$ cat config.mk
export PLATFORM = sky130hd
export DESIGN_NAME = proc_rr_scheduler_flat
export DESIGN_NICKNAME = d
export VERILOG_FILES = /design/src/rtl/proc_rr_scheduler_if.sv /design/src/rtl/proc_rr_scheduler.sv /design/src/flat_wrapper.sv
export SDC_FILE = /design/constraint.sdc
export NUM_CORES = 1
export LEC_CHECK = 0
export ABC_AREA = 1
export CELL_PAD_IN_SITES_DETAIL_PLACEMENT = 1
export CELL_PAD_IN_SITES_GLOBAL_PLACEMENT = 2
export CORE_ASPECT_RATIO = 0.75
export CORE_MARGIN = 5
export CORE_UTILIZATION = 30
export DETAILED_ROUTE_END_ITERATION = 8
export PLACE_DENSITY = 0.83
export SLEW_MARGIN = 15
export SYNTH_ARGS = -nofsm -noshare
export SYNTH_HDL_FRONTEND = slang
export SYNTH_SLANG_ARGS = --single-unit
$ cat constraint.sdc
create_clock -name clk -period 2.5 [get_ports clk]
set_clock_uncertainty 0.1 [all_clocks]
set_input_delay 0.625 -clock clk [delete_from_list [all_inputs] [get_ports clk]]
set_output_delay 0.625 -clock clk [all_outputs]
set_load 0.02 [all_outputs]
$ cat src/rtl/proc_rr_scheduler_if.sv
// Process-swap handshake between control-unit decode, the scheduler and the PC/shift logic.
// The slave modport is the scheduler side and the master modport is the decode/PC side.
interface proc_rr_scheduler_if #(
  parameter int unsigned NPROC = 4,
  parameter int unsigned IDW   = 2,
  parameter int unsigned PC_W  = 10
);
  logic              sched_en;
  logic              halt_in;
  logic [PC_W-1:0]   cur_pc;
  logic              proc_swap;
  logic              kill;
  logic              set_active;
  logic [IDW-1:0]    set_id;
  logic [PC_W-1:0]   set_pc;
  logic              preempt_req;
  logic              swap_valid;
  logic [PC_W-1:0]   next_pc;
  logic [IDW-1:0]    cur_id;
  logic [NPROC-1:0]  active_mask;
  logic              idle;

  modport master (
    output sched_en, halt_in, cur_pc, proc_swap, kill, set_active, set_id, set_pc,
    input  preempt_req, swap_valid, next_pc, cur_id, active_mask, idle
  );

  modport slave (
    input  sched_en, halt_in, cur_pc, proc_swap, kill, set_active, set_id, set_pc,
    output preempt_req, swap_valid, next_pc, cur_id, active_mask, idle
  );
endinterface

$ cat src/rtl/proc_rr_scheduler.sv
// Round-robin time-slice scheduler: PC table, active mask, quantum counter and
// the IDLE/RUN/SAVE/SELECT/LOAD swap sequence feeding the PC register.
module proc_rr_scheduler #(
  parameter int unsigned NPROC   = 4,
  parameter int unsigned IDW     = 2,
  parameter int unsigned PC_W    = 10,
  parameter int unsigned QUANTUM = 256,
  parameter int unsigned CNT_W   = 16
) (
  input  logic                 clk,
  input  logic                 reset,
  proc_rr_scheduler_if.slave   bus
);

  typedef enum logic [2:0] {
    S_IDLE,
    S_RUN,
    S_SAVE,
    S_SELECT,
    S_LOAD
  } state_t;

  localparam logic [CNT_W-1:0] QLAST = CNT_W'(QUANTUM - 1);

  state_t           state;
  logic [PC_W-1:0]  pc_table [NPROC];
  logic [IDW-1:0]   scan_start;
  logic [CNT_W-1:0] qcnt;
  logic [IDW-1:0]   sel_id;
  logic [IDW-1:0]   scan_idx;
  logic             sel_found;

  // First active slot at or after scan_start, wrapping; scan_start is cur_id+1
  // on a swap (so cur_id is checked last) and 0 when leaving IDLE.
  always_comb begin
    sel_found = 1'b0;
    sel_id    = '0;
    scan_idx  = '0;
    for (int unsigned k = 0; k < NPROC; k++) begin
      scan_idx = scan_start + IDW'(k);
      if (!sel_found && bus.active_mask[scan_idx]) begin
        sel_found = 1'b1;
        sel_id    = scan_idx;
      end
    end
  end

  always_ff @(posedge clk) begin
    if (reset) begin
      state           <= S_IDLE;
      scan_start      <= '0;
      qcnt            <= '0;
      bus.cur_id      <= '0;
      bus.active_mask <= '0;
      bus.preempt_req <= 1'b0;
      bus.swap_valid  <= 1'b0;
      bus.next_pc     <= '0;
      bus.idle        <= 1'b1;
      for (int unsigned i = 0; i < NPROC; i++) begin
        pc_table[i] <= '0;
      end
    end else begin
      bus.swap_valid <= 1'b0;
      case (state)
        S_IDLE: begin
          if (bus.sched_en && (|bus.active_mask)) begin
            scan_start <= '0;
            bus.idle   <= 1'b0;
            state      <= S_SELECT;
          end
        end
        S_RUN: begin
          if (bus.sched_en && !bus.halt_in) begin
            if (qcnt == QLAST) begin
              bus.preempt_req <= 1'b1;
            end else begin
              qcnt <= qcnt + CNT_W'(1);
            end
          end
          if (bus.kill) begin
            bus.active_mask[bus.cur_id] <= 1'b0;
            scan_start <= bus.cur_id + IDW'(1);
            state      <= S_SELECT;
          end else if (bus.proc_swap) begin
            scan_start <= bus.cur_id + IDW'(1);
            state      <= S_SAVE;
          end
        end
        S_SAVE: begin
          pc_table[bus.cur_id] <= bus.cur_pc;
          state                <= S_SELECT;
        end
        S_SELECT: begin
          // LOAD outputs are registered on entry so they are visible for
          // exactly the one cycle spent in LOAD.
          if (sel_found) begin
            bus.cur_id      <= sel_id;
            bus.next_pc     <= pc_table[sel_id];
            bus.swap_valid  <= 1'b1;
            bus.preempt_req <= 1'b0;
            qcnt            <= '0;
            state           <= S_LOAD;
          end else begin
            bus.idle <= 1'b1;
            state    <= S_IDLE;
          end
        end
        S_LOAD: begin
          state <= S_RUN;
        end
        default: begin
          state <= S_IDLE;
        end
      endcase

      // An install comes last so it overrides a same-cycle save or kill of that slot.
      if (bus.set_active) begin
        bus.active_mask[bus.set_id] <= 1'b1;
        pc_table[bus.set_id]        <= bus.set_pc;
      end
    end
  end

endmodule

$ cat src/flat_wrapper.sv
// flat-port wrapper written by rule: the top's interface ports become plain ports
module proc_rr_scheduler_flat 
#(
  parameter int unsigned NPROC   = 4,
  parameter int unsigned IDW     = 2,
  parameter int unsigned PC_W    = 10,
  parameter int unsigned QUANTUM = 256,
  parameter int unsigned CNT_W   = 16
)
  (clk, reset, bus_sched_en, bus_halt_in, bus_cur_pc, bus_proc_swap, bus_kill, bus_set_active, bus_set_id, bus_set_pc, bus_preempt_req, bus_swap_valid, bus_next_pc, bus_cur_id, bus_active_mask, bus_idle);
  proc_rr_scheduler_if #(.NPROC(NPROC), .IDW(IDW), .PC_W(PC_W)) bus_i ();
  input  logic clk;
  input  logic reset;
  input wire logic [$bits(bus_i.sched_en)-1:0] bus_sched_en;
  input wire logic [$bits(bus_i.halt_in)-1:0] bus_halt_in;
  input wire logic [$bits(bus_i.cur_pc)-1:0] bus_cur_pc;
  input wire logic [$bits(bus_i.proc_swap)-1:0] bus_proc_swap;
  input wire logic [$bits(bus_i.kill)-1:0] bus_kill;
  input wire logic [$bits(bus_i.set_active)-1:0] bus_set_active;
  input wire logic [$bits(bus_i.set_id)-1:0] bus_set_id;
  input wire logic [$bits(bus_i.set_pc)-1:0] bus_set_pc;
  output wire logic [$bits(bus_i.preempt_req)-1:0] bus_preempt_req;
  output wire logic [$bits(bus_i.swap_valid)-1:0] bus_swap_valid;
  output wire logic [$bits(bus_i.next_pc)-1:0] bus_next_pc;
  output wire logic [$bits(bus_i.cur_id)-1:0] bus_cur_id;
  output wire logic [$bits(bus_i.active_mask)-1:0] bus_active_mask;
  output wire logic [$bits(bus_i.idle)-1:0] bus_idle;
  assign bus_i.sched_en = bus_sched_en;
  assign bus_i.halt_in = bus_halt_in;
  assign bus_i.cur_pc = bus_cur_pc;
  assign bus_i.proc_swap = bus_proc_swap;
  assign bus_i.kill = bus_kill;
  assign bus_i.set_active = bus_set_active;
  assign bus_i.set_id = bus_set_id;
  assign bus_i.set_pc = bus_set_pc;
  assign bus_preempt_req = bus_i.preempt_req;
  assign bus_swap_valid = bus_i.swap_valid;
  assign bus_next_pc = bus_i.next_pc;
  assign bus_cur_id = bus_i.cur_id;
  assign bus_active_mask = bus_i.active_mask;
  assign bus_idle = bus_i.idle;
  proc_rr_scheduler #(.NPROC(NPROC), .IDW(IDW), .PC_W(PC_W), .QUANTUM(QUANTUM), .CNT_W(CNT_W)) u_core (.clk(clk), .reset(reset), .bus(bus_i));
endmodule
==> results.ini <==
[timing]
final_report_max_slew_violation_count=0
finalWorstPathRequiredPeriod_ns=2.24
max_freq_ghz=0.446
grt_setup_unrepaired=false
finalSetupViolations=0
fin_ws_ns=0.260
maxSlewHeadroom_pct=71.5
timing_hold_violations_final=0
final.period_utilization_pct=89.6
worst_pin_slew_ns=0.421

[die]
num_rows=38
die_area_um2=17300
design.portCount=48
floorplan.die.width_um=150
die_y_um=115
placeableCoreArea_um2=14500
floorplan.initialDensity_pct=30.6

[setup_path]
cp-end-kind=output pin
critical_path.max_stage_delay_ns=0.67
worstSetupPathType=flop to output pin
cp_data_required_time_ns=1.77
crit_family=buffers and inverters
critical_path.cell_chain=clkdlybuf4s50_1
rr_endpoint=u_core.pc_table[1][6]
kind_of_start_point_of_the_critical_path=flop
worstPathArrival_ns=1.51
worstRegToRegCells=11
crit-reg2reg-launch=u_core.state[1]
critPathBufInv=1
crit_path_max_fanout=7
crit_slowest_cell=clkdlybuf4s50_1
r2r_setup_slack_ns=0.38

[outcome]
outcome=finished clean

[global_route]
grt_start_max_net_pins=26
grt-ovfl-total=0
grt_pass1_wl_mm=22.0
grt_pass1_vias=4214
grt_resource_usage_total_pct=16.5
grt_antenna_before_repair=0

[placed_design]
dpl_cell_area_um2=5250
buffer_ports.inserted=47
placedCellCount=834
dpl_worst_slack_ns=-0.0319
dp_hpwl_mm=10.6
finalWeightedCongestion=0.862

[finish]
synthToLayoutAreaGrowth_pct=24.8
layoutNonFillerInstCount=850
number_of_fill_cells_in_the_layout=1806
antenna-diode-count=0
nNetsFinal=679
fin_area_um2=5510
final_layout_size_suffix_gt1_share_pct=9.85

[synth]
synth_seq_area_share_pct=45.3
syn_area_per_cell_um2=7.54
mappedNetlistArea_um2=4420
netlist_cell_types=42
synth_top_cells_by_area=edfxtp_1, dfxtp_1, nand2_1
async_flop_share_pct=0
yosys_warnings=0
synth.net_count=620
flip_flop_and_latch_count_after_synthesis=80
synthDominantCellAreaShare_pct=27.2
synth-edff-count=40
syn_inst=586
ys.flop_type=edfxtp_1
yosys.area.top_type=edfxtp_1

[hold_path]
hold_path_startpoint=u_core.bus.next_pc[9]
hold_path_depth=2
min_delay_endpoint=u_core.bus.next_pc[9]
holdCritPathClass=flop to flop

[clock_network]
cts_tree=yes
clock-sinks=80
cts-buffers-inserted=9
post-cts-setup-buffer-count=0
cts.htree.levels=3
path_clk_slew_ns=0.06
clock_tree.buffer_depth=2
clock_tree.root_cell=clkbuf_16
clk_latency_ns=0.34

[drt]
drt_iter0_markers=300
drt-wirelength-per-cell_um=16.1
number_of_drc_violations_after_detailed_routing=0
route.vias.total=4121
drt.antenna.violating_nets=0
drt_wl_total_mm=13.7
post_drt_via_cell_ratio=4.85
first_pass_iters=5

[power]
p_leak_nw=2.28
powerDensity_nw_per_um2=692
worst_ir_drop_on_vdd_mv=0.284

[job]
drv_cap=0

## sequential cells by signal, summed over array words and instances, names as in the netlist
register	cells
u_core.pc_table	40
u_core.qcnt	16
u_core.bus.next_pc	10
u_core.bus.active_mask	4
u_core.state	3
u_core.bus.cur_id	2
u_core.scan_start	2
u_core.bus.idle	1
u_core.bus.preempt_req	1
u_core.bus.swap_valid	1
## routing by layer
layer / up-vias / part of all wire, % / track usage [%]
li1: 2057 / - / -
met1: 1937 / 48 / 22.4
met2: 108 / 45 / 26.0
met3: 19 / 5.3 / 4.57
met4: 0 / 1.4 / 4.45
met5: - / 0 / 0
## synthesized netlist by cell type, drive strengths merged, types with 3 or more instances
cell type,instances
nand2,177
inv,69
nor2,61
nand3,53
dfxtp,40
edfxtp,40
o21ai,35
a21oi,25
nand4,20
nor3,11
buf,10
o22ai,10
clkbuf,9
ha,5
xor2,5
nand3b,3
nor4,3
## through the flow
step	util, %	TNS, ns	power (mW)	hold slack (ns)
after floorplan	-	0	2.30	0.350
after global placement	36.3	0	2.59	0.342
after detailed placement	36.3	-0.0327	2.62	0.344
after CTS	38.1	0	3.86	0.357
after global routing	38.1	0	4.03	0.373
final	38.1	0	3.81	0.355
## cell type report
type	instances	area [um^2]	share of cell area [%]
Clock buffer	11	233	4.22
Inverter	70	270	4.90
Clock inverter	5	33.8	0.613
Tap cell	200	250	4.54
Multi-Input combinational cell	417	2040	37.0
Sequential cell	80	2000	36.3
Timing Repair Buffer	67	683	12.4
## worst max path at each step
stage	startpoint	to	slack, ns	cells after the start
2_1_floorplan	reset	u_core.pc_table[3][0]	0.15	7
3_3_place_gp	reset	u_core.pc_table[1][6]	0.07	8
3_5_place_dp	reset	u_core.pc_table[2][5]	-0.03	7
4_1_cts	u_core.scan_start[0]	u_core.bus.next_pc[8]	0.21	11
5_1_grt	reset	u_core.pc_table[2][5]	0.11	7
6_report	u_core.bus.cur_id[1]	bus_cur_id[1]	0.26	1
## cell families (layout without fill, tap and decap cells)
family,Yosys count,after routing,share of synthesized area (%)
simple gates,331,331,34.2
buf+inv,89,153,8.52
flops,80,80,45.3
compound gates,75,75,9.35
xor+xnor,6,6,1.19
fa+ha+maj,5,5,1.42
## layout by cell type (no fill, tap or decap), drive strengths merged, types with 3 or more instances in the layout
master and n:
a21oi 25, buf 20, clkbuf 11, clkdlybuf4s50 47, clkinv 5, dfxtp 40, edfxtp 40, ha 5
inv 69, nand2 177, nand3 53, nand3b 3, nand4 20, nor2 61, nor3 11, nor4 3
o21ai 35, o22ai 10, xor2 5
## power by group
part | switching [mW] | internal [mW] | total [mW] | leakage [nW]
logic | 0.701 | 0.343 | 1.04 | 1.41
clock network | 0.548 | 0.672 | 1.22 | 0.127
registers | 0.0662 | 1.48 | 1.55 | 0.740
total | 1.32 | 2.50 | 3.81 | 2.28
## repair_timing
item / CTS / global route
hold buffers: 0 / 0
gates resized for setup: 0 / 1
setup endpoints to repair: 0 / 1
(Power assumes the default switching activity.)
